$ cat src/rtl/ksa_pkg.sv
// Shared types and defaults for the KSA controller, S-memory and engines.
// State enum, phase codes and a state-to-phase helper.
package ksa_pkg;

  localparam int unsigned ADDR_W_DEF = 8;
  localparam int unsigned DATA_W_DEF = 8;
  localparam int unsigned KEY_W_DEF  = 24;

  typedef enum logic [2:0] {
    StIdle,
    StInit,
    StShuf,
    StPrga,
    StDone,
    StErr
  } ksa_state_e;

  typedef enum logic [1:0] {
    PhNone = 2'd0,
    PhInit = 2'd1,
    PhShuf = 2'd2,
    PhPrga = 2'd3
  } ksa_phase_e;

  function automatic ksa_phase_e phase_of(ksa_state_e s);
    case (s)
      StInit:  return PhInit;
      StShuf:  return PhShuf;
      StPrga:  return PhPrga;
      default: return PhNone;
    endcase
  endfunction

endpackage

$ cat src/rtl/ksa_phase_ctrl_if.sv
// Controller-side bundle: run request, engine handshakes, engine memory ports,
// shared S-memory port and status. slave = controller, master = engines/driver.
interface ksa_phase_ctrl_if #(
  parameter int unsigned ADDR_W = ksa_pkg::ADDR_W_DEF,
  parameter int unsigned DATA_W = ksa_pkg::DATA_W_DEF,
  parameter int unsigned KEY_W  = ksa_pkg::KEY_W_DEF
) ();

  logic              go;
  logic [KEY_W-1:0]  key;
  logic [KEY_W-1:0]  key_q;

  logic              init_start;
  logic              shuf_start;
  logic              prga_start;
  logic              init_done;
  logic              shuf_done;
  logic              prga_done;

  logic [ADDR_W-1:0] init_addr;
  logic [DATA_W-1:0] init_wrdata;
  logic              init_wren;
  logic [ADDR_W-1:0] shuf_addr;
  logic [DATA_W-1:0] shuf_wrdata;
  logic              shuf_wren;
  logic [ADDR_W-1:0] prga_addr;
  logic [DATA_W-1:0] prga_wrdata;
  logic              prga_wren;

  logic [ADDR_W-1:0] mem_addr;
  logic [DATA_W-1:0] mem_data;
  logic              mem_wren;

  logic              busy;
  logic              done;
  logic              err;
  logic [1:0]        phase;

  modport master (
    output go, key,
    output init_done, shuf_done, prga_done,
    output init_addr, init_wrdata, init_wren,
    output shuf_addr, shuf_wrdata, shuf_wren,
    output prga_addr, prga_wrdata, prga_wren,
    input  key_q, init_start, shuf_start, prga_start,
    input  mem_addr, mem_data, mem_wren,
    input  busy, done, err, phase
  );

  modport slave (
    input  go, key,
    input  init_done, shuf_done, prga_done,
    input  init_addr, init_wrdata, init_wren,
    input  shuf_addr, shuf_wrdata, shuf_wren,
    input  prga_addr, prga_wrdata, prga_wren,
    output key_q, init_start, shuf_start, prga_start,
    output mem_addr, mem_data, mem_wren,
    output busy, done, err, phase
  );

endinterface

$ cat src/rtl/ksa_mem_mux.sv
// Three-to-one S-memory port select keyed by the registered phase code.
// Outside an engine phase the shared port is parked at all-zero.
module ksa_mem_mux import ksa_pkg::*; #(
  parameter int unsigned ADDR_W = ADDR_W_DEF,
  parameter int unsigned DATA_W = DATA_W_DEF
) (
  input  ksa_phase_e        i_phase,
  input  logic [ADDR_W-1:0] i_init_addr,
  input  logic [DATA_W-1:0] i_init_data,
  input  logic              i_init_wren,
  input  logic [ADDR_W-1:0] i_shuf_addr,
  input  logic [DATA_W-1:0] i_shuf_data,
  input  logic              i_shuf_wren,
  input  logic [ADDR_W-1:0] i_prga_addr,
  input  logic [DATA_W-1:0] i_prga_data,
  input  logic              i_prga_wren,
  output logic [ADDR_W-1:0] o_mem_addr,
  output logic [DATA_W-1:0] o_mem_data,
  output logic              o_mem_wren
);

  always_comb begin
    o_mem_addr = '0;
    o_mem_data = '0;
    o_mem_wren = 1'b0;
    unique case (i_phase)
      PhInit: begin
        o_mem_addr = i_init_addr;
        o_mem_data = i_init_data;
        o_mem_wren = i_init_wren;
      end
      PhShuf: begin
        o_mem_addr = i_shuf_addr;
        o_mem_data = i_shuf_data;
        o_mem_wren = i_shuf_wren;
      end
      PhPrga: begin
        o_mem_addr = i_prga_addr;
        o_mem_data = i_prga_data;
        o_mem_wren = i_prga_wren;
      end
      PhNone: begin
      end
    endcase
  end

endmodule

$ cat src/rtl/ksa_phase_ctrl.sv
// Sequencer for the KSA init/shuffle/decrypt engines: start pulses, per-phase
// watchdog, key latch and ownership of the single shared S-memory port.
module ksa_phase_ctrl import ksa_pkg::*; #(
  parameter int unsigned ADDR_W  = ADDR_W_DEF,
  parameter int unsigned DATA_W  = DATA_W_DEF,
  parameter int unsigned KEY_W   = KEY_W_DEF,
  parameter int unsigned TIMEOUT = 4096
) (
  input logic             clk,
  input logic             rst_n,
  ksa_phase_ctrl_if.slave bus
);

  localparam int unsigned    WdW    = (TIMEOUT > 1) ? $clog2(TIMEOUT) : 1;
  localparam logic [WdW-1:0] WdLast = WdW'(TIMEOUT - 1);

  ksa_state_e        r_state;
  ksa_phase_e        r_phase;
  logic              r_first;
  logic [WdW-1:0]    r_wdog;
  logic [KEY_W-1:0]  r_key;
  logic              r_init_start;
  logic              r_shuf_start;
  logic              r_prga_start;
  logic              r_busy;
  logic              r_done;
  logic              r_err;

  ksa_state_e        w_next;
  logic              w_eng_done;
  logic              w_accept;
  logic              w_expire;
  logic              w_go_ok;
  logic              w_enter;
  logic              w_next_busy;
  logic [ADDR_W-1:0] w_mem_addr;
  logic [DATA_W-1:0] w_mem_data;
  logic              w_mem_wren;

  always_comb begin
    case (r_state)
      StInit:  w_eng_done = bus.init_done;
      StShuf:  w_eng_done = bus.shuf_done;
      StPrga:  w_eng_done = bus.prga_done;
      default: w_eng_done = 1'b0;
    endcase
    // r_first masks a done level left over from before this phase started.
    w_accept    = w_eng_done && !r_first;
    w_expire    = (r_wdog == WdLast);
    w_go_ok     = bus.go && (r_state inside {StIdle, StDone, StErr});
  end

  always_comb begin
    w_next = r_state;
    unique case (r_state)
      StIdle, StDone, StErr: if (w_go_ok) w_next = StInit;
      StInit: begin
        if (w_accept)      w_next = StShuf;
        else if (w_expire) w_next = StErr;
      end
      StShuf: begin
        if (w_accept)      w_next = StPrga;
        else if (w_expire) w_next = StErr;
      end
      StPrga: begin
        if (w_accept)      w_next = StDone;
        else if (w_expire) w_next = StErr;
      end
      default: w_next = StIdle;
    endcase
    w_next_busy = w_next inside {StInit, StShuf, StPrga};
    w_enter     = w_next_busy && (w_next != r_state);
  end

  always_ff @(posedge clk or negedge rst_n) begin
    if (!rst_n) begin
      r_state      <= StIdle;
      r_phase      <= PhNone;
      r_first      <= 1'b0;
      r_wdog       <= '0;
      r_key        <= '0;
      r_init_start <= 1'b0;
      r_shuf_start <= 1'b0;
      r_prga_start <= 1'b0;
      r_busy       <= 1'b0;
      r_done       <= 1'b0;
      r_err        <= 1'b0;
    end else begin
      r_state      <= w_next;
      r_phase      <= phase_of(w_next);
      r_first      <= w_enter;
      r_init_start <= w_enter && (w_next == StInit);
      r_shuf_start <= w_enter && (w_next == StShuf);
      r_prga_start <= w_enter && (w_next == StPrga);
      r_busy       <= w_next_busy;
      r_done       <= (w_next == StDone);
      r_err        <= (w_next == StErr);
      if (w_enter || !w_next_busy) r_wdog <= '0;
      else                         r_wdog <= r_wdog + WdW'(1);
      if (w_go_ok) r_key <= bus.key;
    end
  end

  ksa_mem_mux #(
    .ADDR_W (ADDR_W),
    .DATA_W (DATA_W)
  ) u_mem_mux (
    .i_phase     (r_phase),
    .i_init_addr (bus.init_addr),
    .i_init_data (bus.init_wrdata),
    .i_init_wren (bus.init_wren),
    .i_shuf_addr (bus.shuf_addr),
    .i_shuf_data (bus.shuf_wrdata),
    .i_shuf_wren (bus.shuf_wren),
    .i_prga_addr (bus.prga_addr),
    .i_prga_data (bus.prga_wrdata),
    .i_prga_wren (bus.prga_wren),
    .o_mem_addr  (w_mem_addr),
    .o_mem_data  (w_mem_data),
    .o_mem_wren  (w_mem_wren)
  );

  assign bus.key_q      = r_key;
  assign bus.init_start = r_init_start;
  assign bus.shuf_start = r_shuf_start;
  assign bus.prga_start = r_prga_start;
  assign bus.mem_addr   = w_mem_addr;
  assign bus.mem_data   = w_mem_data;
  assign bus.mem_wren   = w_mem_wren;
  assign bus.busy       = r_busy;
  assign bus.done       = r_done;
  assign bus.err        = r_err;
  assign bus.phase      = r_phase;

endmodule

$ cat src/flat_wrapper.sv
// flat-port wrapper written by rule: the top's interface ports become plain ports
module ksa_phase_ctrl_flat import ksa_pkg::*;
#(
  parameter int unsigned ADDR_W  = ADDR_W_DEF,
  parameter int unsigned DATA_W  = DATA_W_DEF,
  parameter int unsigned KEY_W   = KEY_W_DEF,
  parameter int unsigned TIMEOUT = 4096
)
  (clk, rst_n, bus_go, bus_key, bus_init_done, bus_shuf_done, bus_prga_done, bus_init_addr, bus_init_wrdata, bus_init_wren, bus_shuf_addr, bus_shuf_wrdata, bus_shuf_wren, bus_prga_addr, bus_prga_wrdata, bus_prga_wren, bus_key_q, bus_init_start, bus_shuf_start, bus_prga_start, bus_mem_addr, bus_mem_data, bus_mem_wren, bus_busy, bus_done, bus_err, bus_phase);
  ksa_phase_ctrl_if #(.ADDR_W(ADDR_W), .DATA_W(DATA_W), .KEY_W(KEY_W)) bus_i ();
  input logic clk;
  input logic rst_n;
  input wire logic [$bits(bus_i.go)-1:0] bus_go;
  input wire logic [$bits(bus_i.key)-1:0] bus_key;
  input wire logic [$bits(bus_i.init_done)-1:0] bus_init_done;
  input wire logic [$bits(bus_i.shuf_done)-1:0] bus_shuf_done;
  input wire logic [$bits(bus_i.prga_done)-1:0] bus_prga_done;
  input wire logic [$bits(bus_i.init_addr)-1:0] bus_init_addr;
  input wire logic [$bits(bus_i.init_wrdata)-1:0] bus_init_wrdata;
  input wire logic [$bits(bus_i.init_wren)-1:0] bus_init_wren;
  input wire logic [$bits(bus_i.shuf_addr)-1:0] bus_shuf_addr;
  input wire logic [$bits(bus_i.shuf_wrdata)-1:0] bus_shuf_wrdata;
  input wire logic [$bits(bus_i.shuf_wren)-1:0] bus_shuf_wren;
  input wire logic [$bits(bus_i.prga_addr)-1:0] bus_prga_addr;
  input wire logic [$bits(bus_i.prga_wrdata)-1:0] bus_prga_wrdata;
  input wire logic [$bits(bus_i.prga_wren)-1:0] bus_prga_wren;
  output wire logic [$bits(bus_i.key_q)-1:0] bus_key_q;
  output wire logic [$bits(bus_i.init_start)-1:0] bus_init_start;
  output wire logic [$bits(bus_i.shuf_start)-1:0] bus_shuf_start;
  output wire logic [$bits(bus_i.prga_start)-1:0] bus_prga_start;
  output wire logic [$bits(bus_i.mem_addr)-1:0] bus_mem_addr;
  output wire logic [$bits(bus_i.mem_data)-1:0] bus_mem_data;
  output wire logic [$bits(bus_i.mem_wren)-1:0] bus_mem_wren;
  output wire logic [$bits(bus_i.busy)-1:0] bus_busy;
  output wire logic [$bits(bus_i.done)-1:0] bus_done;
  output wire logic [$bits(bus_i.err)-1:0] bus_err;
  output wire logic [$bits(bus_i.phase)-1:0] bus_phase;
  assign bus_i.go = bus_go;
  assign bus_i.key = bus_key;
  assign bus_i.init_done = bus_init_done;
  assign bus_i.shuf_done = bus_shuf_done;
  assign bus_i.prga_done = bus_prga_done;
  assign bus_i.init_addr = bus_init_addr;
  assign bus_i.init_wrdata = bus_init_wrdata;
  assign bus_i.init_wren = bus_init_wren;
  assign bus_i.shuf_addr = bus_shuf_addr;
  assign bus_i.shuf_wrdata = bus_shuf_wrdata;
  assign bus_i.shuf_wren = bus_shuf_wren;
  assign bus_i.prga_addr = bus_prga_addr;
  assign bus_i.prga_wrdata = bus_prga_wrdata;
  assign bus_i.prga_wren = bus_prga_wren;
  assign bus_key_q = bus_i.key_q;
  assign bus_init_start = bus_i.init_start;
  assign bus_shuf_start = bus_i.shuf_start;
  assign bus_prga_start = bus_i.prga_start;
  assign bus_mem_addr = bus_i.mem_addr;
  assign bus_mem_data = bus_i.mem_data;
  assign bus_mem_wren = bus_i.mem_wren;
  assign bus_busy = bus_i.busy;
  assign bus_done = bus_i.done;
  assign bus_err = bus_i.err;
  assign bus_phase = bus_i.phase;
  ksa_phase_ctrl #(.ADDR_W(ADDR_W), .DATA_W(DATA_W), .KEY_W(KEY_W), .TIMEOUT(TIMEOUT)) u_core (.clk(clk), .rst_n(rst_n), .bus(bus_i));
endmodule
$ cat config.mk
export PLATFORM = sky130hd
export DESIGN_NAME = ksa_phase_ctrl_flat
export DESIGN_NICKNAME = d
export VERILOG_FILES = /design/src/rtl/ksa_pkg.sv /design/src/rtl/ksa_phase_ctrl_if.sv /design/src/rtl/ksa_mem_mux.sv /design/src/rtl/ksa_phase_ctrl.sv /design/src/flat_wrapper.sv
export SDC_FILE = /design/constraint.sdc
export NUM_CORES = 1
export LEC_CHECK = 0
export BUFFER_PORTS_ARGS = -buffer_cell sky130_fd_sc_hd__buf_2
export CORE_MARGIN = 2
export CORE_UTILIZATION = 40
export DETAILED_ROUTE_END_ITERATION = 8
export PLACE_DENSITY_LB_ADDON = 0.15
export SLEW_MARGIN = 20
export SYNTH_ARGS = -nofsm -noshare
export SYNTH_HDL_FRONTEND = slang
export SYNTH_SLANG_ARGS = --single-unit
$ cat constraint.sdc
create_clock -name clk -period 1.9 [get_ports clk]
set_clock_uncertainty 0.05 [all_clocks]
set_input_delay 0.38 -clock clk [delete_from_list [all_inputs] [get_ports clk]]
set_output_delay 0.38 -clock clk [all_outputs]
set_load 0.05 [all_outputs]
# Word level (Yosys, flattened, before mapping)
# Cells that the tools add are included.
[word_totals] inputBits=81 output_inout_bits=49 regBits=48 wordCells=52
[op_classes] reduce_logical=13 n_addsub=1 mux=12 eq_ne=15
[op_table] op="$pmux W8 S3" n=2
[op_table] op="$mux W3" n=5
[op_table] op="$add A12 B1 Y12 const B" n=1
[op_table] op="$eq A12 B12 Y1 const B" n=1
[op_table] op="$eq A3 B2 Y1 const B" n=4
[op_table] op="$eq A3 B3 Y1 const B" n=4
[op_table] op="$mux W12" n=1
[op_table] op="$pmux W3 S4" n=1
[op_table] op="$eq A3 B1 Y1 const B" n=2
[op_table] op="$logic_and A1 B1 Y1" n=6
[op_table] op="$pmux W1 S3" n=2
[op_table] op="$pmux W2 S3" n=1
[op_table] op="$reduce_bool A3 Y1" n=2
[op_table] op="$eq A2 B2 Y1 const B" n=2
[op_table] op="$logic_not A3 Y1" n=1
[op_table] op="$ne A3 B3 Y1" n=1
[op_table] op="$reduce_or A3 Y1" n=1
[op_table] op="$eq A2 B1 Y1 const B" n=1
[op_table] op="$logic_not A1 Y1" n=2
[op_table] op="$logic_or A1 B1 Y1" n=1

# Logic depth before layout (Yosys ltp)
# Gate-level depths: netlist of the first run.
[logic_depth] ltp_word=10 mapped_depth=6 depth_no_buf=6

# Modules after synthesis
# Synthesis of the first run repeated with hierarchy kept, for this count alone.
[unflattened] hier_cells=200 hier_area_um2=2502.4
[modules_own_cells] module="ksa_phase_ctrl" instances=1 area_each_um2=2048.2 cells_per_inst=159
[modules_own_cells] module="ksa_mem_mux" instances=1 area_each_um2=454.2 cells_per_inst=41

# Least setup slack after synthesis of the first run
# OpenSTA, ideal clock, no wires.
[synth_path] kind="flip-flop to output port" from="register u_core.r_phase[0] (netlist: u_core.bus.phase[0])" to="output bus_mem_addr[0]" stages_incl_launch_ff=6 path_buffers=3 arrival_time_ns=2.033 slack_ns=-0.563 cell_sequence="dfrtp_1 -> buf_2 -> nor2b_1 -> clkbuf_1 -> clkbuf_1 -> a22o_1"
[synth_via] elab_chain_cells=2 elab_cells_between_ends=4 cone_classes="3 x eq/ne; 1 x mux"
[synth_rtl] item="start: declaration" line_no="ksa_phase_ctrl.sv:18" rtl="ksa_phase_e r_phase;"
[synth_rtl] item="start signal: assignment" line_no="ksa_phase_ctrl.sv:78" rtl="r_phase <= PhNone;"
[synth_rtl] item="start signal: assignment" line_no="ksa_phase_ctrl.sv:90" rtl="r_phase <= phase_of(w_next);"
[synth_rtl] item="$eq A2 B2 Y1 / $eq A2 B1 Y1 (equally long branches)" line_no="ksa_mem_mux.sv:26" rtl="unique case (i_phase)"
[synth_rtl] item="$pmux W8 S3 (*)" line_no="ksa_mem_mux.sv:26"
[synth_rtl] item="end: declaration" line_no="flat_wrapper.sv:31" rtl="output wire logic [$bits(bus_i.mem_addr)-1:0] bus_mem_addr;"
# Every way passes the cells marked *; elsewhere a longest branch is shown, timed or not.

# Worst setup path in the final report of the first run
[layout_path] from="register u_core.r_phase[0] (netlist: u_core.bus.phase[0])" to="output bus_mem_data[6]"
[layout_via] elab_chain_cells=2 elab_cells_between_ends=4 cone_classes="3 x eq/ne; 1 x mux"
[layout_rtl] item="$eq A2 B2 Y1 / $eq A2 B1 Y1 (equally long branches)" line_no="ksa_mem_mux.sv:26"
[layout_rtl] item="$pmux W8 S3 (*)" line_no="ksa_mem_mux.sv:26"
[layout_rtl] item="end: declaration" line_no="flat_wrapper.sv:32" rtl="output wire logic [$bits(bus_i.mem_data)-1:0] bus_mem_data;"
# Marked as above.

==> impl_metrics.yaml, run 1 <==
worst_setup_path:
  slowest_delay_ns: 0.41
  critPathCaptureType: "output port"
  path_buf_inv: 2
  worstPathRequired_ns: 1.47
  reg2reg_to: "u_core.bus.prga_start"
  rrSetupSlack_ns: 0.04
  reg2reg_from: "u_core.r_state[2]"
  critPathLaunchType: "register"
  arrival_ns: 1.59
  crit_family: "flip-flops"
  cp_max_fo: 11
  worstSetupPathType: "register to output port"
  worstPathCellList: "buf_12 -> mux2_2 -> a22o_4 -> buf_6"
  slowest_stage: "dfrtp_2"
  reg2reg_depth: 5
yosys:
  netlist_area_um2: 2390
  yosys.area.top_type_share_pct: 50.2
  ys_seq_area_share_pct: 50.2
  synthTopCellsByArea: "dfrtp_1, mux2_2, a22o_1"
  netlist_instances: 194
  ys_async_sr_fraction_pct: 100
  synthFlopType: "dfrtp_1"
  syn-num-nets: 276
  ys_warn_count: 0
  synth.avg_cell_area_um2: 12.3
  synth_edf_count: 0
  yosysUniqueCellTypes: 40
  synth_top_cell_by_area: "dfrtp_1"
  ys_ff_latch: 48
power_and_ir_drop:
  p_per_area_nw_per_um2: 2020
  ir_drop_uv: 1210
  p_leak_nw: 1.82
floorplanning:
  die_w_um: 81.3
  core_area_um2: 5850
  die-area_um2: 6610
  io_pins: 130
  start_util_pct: 40.9
  num_rows: 28
  die_h_um: 81.3
detailed_routing:
  detail_route.iter0.violations: 131
  wl_per_cell_um: 14.4
  ant_nets: 0
  vias: 2066
  drtPass1Iterations: 4
  routed_wl_um: 5970
  route.detailed.drc: 0
  viasPerCell: 4.99
sta:
  fin_crit_sh_pct: 106
  post-route-worst-setup-slack_ns: -0.118
  setup_violations: 17
  fmax_ghz: 0.496
  max_slew.worst_pin.slew_ns: 0.475
  finalHoldViolCount: 0
  rsz0062_at_grt: "yes"
  fin_crit_ns: 2.02
  relSlewSlack_pct: 68.0
  drv_slew: 0
global_route:
  grt_pass1_wl_um: 8720
  antenna_found_initial: 0
  grt-ovfl-total: 0
  first_global_vias: 1964
  track_usage_pct: 16.9
  grt_max_degree: 49
status:
  violations: "negative setup slack"
  status: "finished with violations"
min_path:
  hold_path.class: "input port to async pin"
finish:
  final_util_pct: 62.4
  final_nets: 420
  n_antenna_cell: 0
  instances_no_fill: 414
  layout-drive-gt1-share_pct: 66.7
  syn2layout_area_growth_pct: 52.6
flow_run:
  drv_cap: 0
place:
  gp_congestion: 0.822
  portBuffers: 129
  dp_worst_setup_slack_ns: 0.0430
  place_hpwl_um: 4300
  dp.cells: 399
cts:
  cts_tree: "yes"
  cts_max_path_buffers: 2
  insertion_delay_ns: 0.30
  path_clk_slew_ns: 0.10
  numCtsBuffers: 5
  cts-root-buf: "clkbuf_8"
  clock_sink_count: 48
  cts-htree-levels: 2
## registers in the layout, indices dropped and copies added (netlist names), 2 cells and up
name              flops
u_core.r_wdog        12
u_core.bus.phase      2
u_core.bus.key_q     24
u_core.r_state        3
## where the power goes
group	switching (W)	internal (W)	total [W]	leakage (nW)
clock	0.000355	0.000268	0.000623	0.0452
sequential	0.000215	0.00141	0.00163	0.600
combinational	0.00313	0.00198	0.00511	1.17
## placed cells by master, fill, tap and decap left out, types with 2 or more instances in the layout
cell type,n
nand2_1,2
buf_2,112
a22o_4,12
nand3_1,5
buf_4,14
buf_6,18
nor2b_1,4
and3_1,2
nand4_1,2
nand2b_1,2
a22o_1,5
inv_1,4
o211a_1,2
dfrtp_2,4
xor2_1,4
mux2_2,35
dfrtp_1,44
nor2_1,20
clkbuf_8,5
nor3_1,2
mux2_4,6
buf_12,3
inv_6,2
a21oi_1,2
xnor2_1,6
## layer usage
metal	track usage [%]	up-vias	part of all wire, %
met5	0	-	0
met4	2.88	0	0.28
met3	4.33	2	6.7
met2	29.9	79	52
met1	20.9	989	41
li1	-	996	-
## what timing repair did
action | 4_1_cts | 5_1_grt
pin swaps | 1 | 6
buffers inserted | 1 | 6
gates resized for setup | 41 | 14
hold buffers | 0 | 0
setup endpoints to repair | 18 | 23
## synth_stat cells, types with 2 or more instances
master and n:
dfrtp_1 48, mux2_2 41, nor2_1 20, a22o_1 17, xnor2_1 6, clkbuf_1 5
nand3_1 5, buf_2 4, inv_1 4, nor2b_1 4, xor2_1 4, a21oi_1 2
and3_1 2, nand2_1 2, nand2b_1 2, nand4_1 2, nor3_1 2, o211a_1 2
## cell families (layout without fill, tap and decap cells)
group                    Yosys count  in the layout  synth area share (%)
AND/OR/NAND/NOR                   49             49                  11.3
AO/OA/AOI/OAI                     29             29                  11.7
flip-flops                        48             48                  50.2
adder cells (fa/ha/maj)            1              1                 0.523
XOR/XNOR                          10             10                  3.66
multiplexers                      42             42                  19.7
buffers and inverters             15            160                  2.88
## area by class of cell
class	count	area [um^2]
clock buffers	5	68.8
clock inverters	3	25.0
fillers	459	2200
inverters	4	15.0
multi-input cells	131	1300
flip-flops and latches	48	1210
well taps	75	93.8
repair buffers	148	943
## worst register-to-register path: stages, from the launching register on
cell and delay, ns:
dfrtp_2 0.44, or3b_4 0.41, o22ai_4 0.18, o41ai_2 0.15, a311oi_4 0.36, and3_1 0.21
## how the worst max path moves through the flow
stage / startpoint / end / cells past startpoint
after detailed placement: u_core.r_wdog[0] / u_core.bus.busy / 6
after global routing: u_core.bus.phase[0] / bus_mem_data[6] / 4
after CTS: u_core.bus.phase[0] / bus_mem_data[6] / 4
after global placement: u_core.r_state[0] / u_core.bus.prga_start / 6
final: u_core.bus.phase[0] / bus_mem_data[6] / 4
after floorplan: u_core.bus.phase[0] / bus_mem_addr[0] / 4
## metrics by stage
stage / setup TNS [ns] / hold slack [ns] / total power [W] / area [um^2]
floorplan: 0 / 0.0344 / 0.00521 / 2510
global placement: 0 / 0.333 / 0.00614 / 3300
detailed placement: 0 / 0.332 / 0.00618 / 3300
CTS: -1.53 / 0.000884 / 0.00714 / 3540
global route: -2.10 / 0.0140 / 0.00770 / 3650
finish: -1.27 / 0.0000875 / 0.00736 / 3650
Note: power is estimated with default switching activity, not from simulation.
==> inputs of run 2 (changes only) <==
--- a/config.mk
+++ b/config.mk
@@ -6,6 +6,7 @@
 export NUM_CORES = 1
 export LEC_CHECK = 0
 export BUFFER_PORTS_ARGS = -buffer_cell sky130_fd_sc_hd__buf_2
+export CORE_ASPECT_RATIO = 2
 export CORE_MARGIN = 2
 export CORE_UTILIZATION = 40
 export DETAILED_ROUTE_END_ITERATION = 8
==> constraint.sdc (replaced) <==
create_clock -name clk -period 1.9 [get_ports clk]
set_clock_uncertainty 0.05 [all_clocks]
set_input_delay 0.19 -clock clk [delete_from_list [all_inputs] [get_ports clk]]
set_output_delay 0.19 -clock clk [all_outputs]
set_load 0.05 [all_outputs]
==> run 2 against run 1 <==
The flow finishes with violations (design-rule violations). Routed wire length is 1.6% lower. Worst setup slack better by 0.13 ns. Sequential power is essentially flat.
==> impl_metrics.yaml, run 2 (same netlist as run 1, synthesis figures left out) <==
sta:
  fmax_ghz: 0.531
  setup_violations: 0
  drv_slew: 0
  max_slew.worst_pin.slew_ns: 0.412
  fin_crit_sh_pct: 99.1
  rsz0062_at_grt: "yes"
  relSlewSlack_pct: 72.3
  fin_crit_ns: 1.88
  finalHoldViolCount: 0
  post-route-worst-setup-slack_ns: 0.0164
  hold_slack_ns: 0.0774
min_path:
  min_from: "bus_key[12]"
  hold_path.class: "input port to register"
  hold_depth: 2
  hold_end: "u_core.bus.key_q[12]"
floorplanning:
  die-area_um2: 6650
  die_w_um: 58.7
  num_rows: 39
  die_h_um: 113
  start_util_pct: 41.5
  core_area_um2: 5760
  io_pins: 130
global_route:
  grt_max_degree: 40
  track_usage_pct: 17.6
  grt_pass1_wl_um: 8950
  grt-ovfl-total: 0
  first_global_vias: 2013
  antenna_found_initial: 0
detailed_routing:
  wl_per_cell_um: 14.8
  drtPass1Iterations: 6
  route.detailed.drc: 17
  viasPerCell: 5.18
  detail_route.iter0.violations: 53
  vias: 2053
  routed_wl_um: 5880
  ant_nets: 0
finish:
  layout-drive-gt1-share_pct: 64.8
  final_nets: 416
  syn2layout_area_growth_pct: 47.7
  layout_commonest_cell: "buf_2"
  instances_no_fill: 396
  layout_common_cells: "buf_2, dfrtp_1, mux2_2"
  n_antenna_cell: 0
  largest_register_ffs: 24
power_and_ir_drop:
  power.total_w: 0.00733
  p_leak_nw: 1.75
  ir_drop_uv: 1240
  p_per_area_nw_per_um2: 2080
worst_setup_path:
  cp_max_fo: 6
  critPathLaunchType: "register"
  rrSetupSlack_ns: 0.06
  worst_path_most_repeated_cell: "buf_6"
  reg2reg_depth: 5
  worstPathCellList: "buf_6 -> mux2_2 -> a22o_2 -> buf_6"
  slowest_delay_ns: 0.47
  worstSetupPathType: "register to output port"
  slowest_stage: "dfrtp_4"
  critPathCaptureType: "output port"
  reg2reg_from: "u_core.r_state[0]"
  arrival_ns: 1.64
  reg2reg_to: "u_core.bus.prga_start"
  worstPathRequired_ns: 1.66
  crit_start: "u_core.bus.phase[0]"
place:
  dp.cells: 382
  dp_worst_setup_slack_ns: 0.0612
  place_hpwl_um: 4430
  gp_congestion: 0.900
  portBuffers: 129
status:
  status: "finished with violations"
  violations: "design-rule violations"
cts:
  clock_sink_count: 48
  numCtsBuffers: 5
  cts-root-buf: "clkbuf_16"
  path_clk_slew_ns: 0.06
  insertion_delay_ns: 0.29
  cts_tree: "yes"
  cts_max_path_buffers: 2
  cts-htree-levels: 2
flow_run:
  drv_cap: 0
==> run 2: changes by cell type in the layout (fill, tap and decap cells not counted), sizes merged <==
cell,before,now
inv,6,4
dlygate4sd3,0,1
clkbuf,5,6
buf,148,143
bufinv,0,1
clkinv,0,1
clkinvlp,1,0
==> run 2: final cells by class <==
type	instances	area, um^2
clock buffer	6	129
clock inverter	2	35.0
fill	488	2230
inverter	4	15.0
multi-input combinational	131	1190
sequential	48	1210
tap	61	76.3
timing repair buffer	144	880
==> run 2: worst max-delay path by stage <==
stage / to / slack (ns) / cells past startpoint
3_5_place_dp: u_core.bus.prga_start / 0.06 / 6
3_3_place_gp: u_core.bus.prga_start / 0.09 / 6
5_1_grt: u_core.bus.prga_start / -0.03 / 6
2_1_floorplan: bus_mem_addr[2] / -0.008 / 5
4_1_cts: bus_mem_data[6] / -0.003 / 4
6_report: bus_mem_data[6] / 0.02 / 4
==> run 2: critical path: cells and delay by family, from the launching register on <==
family / cells / cell delay (ns)
buffers and inverters: 2 / 0.29
muxes: 1 / 0.33
AOI/OAI and AO/OA: 1 / 0.26
DFF: 1 / 0.47
==> run 2: layer usage <==
| metal | global-route usage, % | wire [um] | up-vias |
|---|---|---|---|
| met1 | 17.0 | 1950 | 948 |
| met3 | 4.00 | 572 | 8 |
| met5 | 0 | 0 | - |
| met4 | 8.18 | 124 | 0 |
| met2 | 33.5 | 3230 | 118 |
| li1 | - | - | 979 |
==> run 2: metrics by stage <==
stage               cell area [um^2]  TNS [ns]  util (%)
global route                    3530   -0.0603      61.3
detailed placement              3180         0      55.1
CTS                             3420  -0.00271      59.4
global placement                3180         0      55.1
finish                          3530         0      61.3
floorplan                       2420   -0.0661         -
==> run 2: repair_timing <==
action,4_1_cts,5_1_grt
gates resized for setup,8,41
buffers inserted,5,0
setup endpoints to repair,17,19
hold buffers,1,0
hold endpoints to repair,9,0
pin swaps,0,2
==> run 2: power breakdown <==
part / total (W) / internal [W] / switching (W)
Sequential: 0.00166 / 0.00142 / 0.000242
Clock: 0.000982 / 0.000619 / 0.000363
Combinational: 0.00469 / 0.00172 / 0.00296
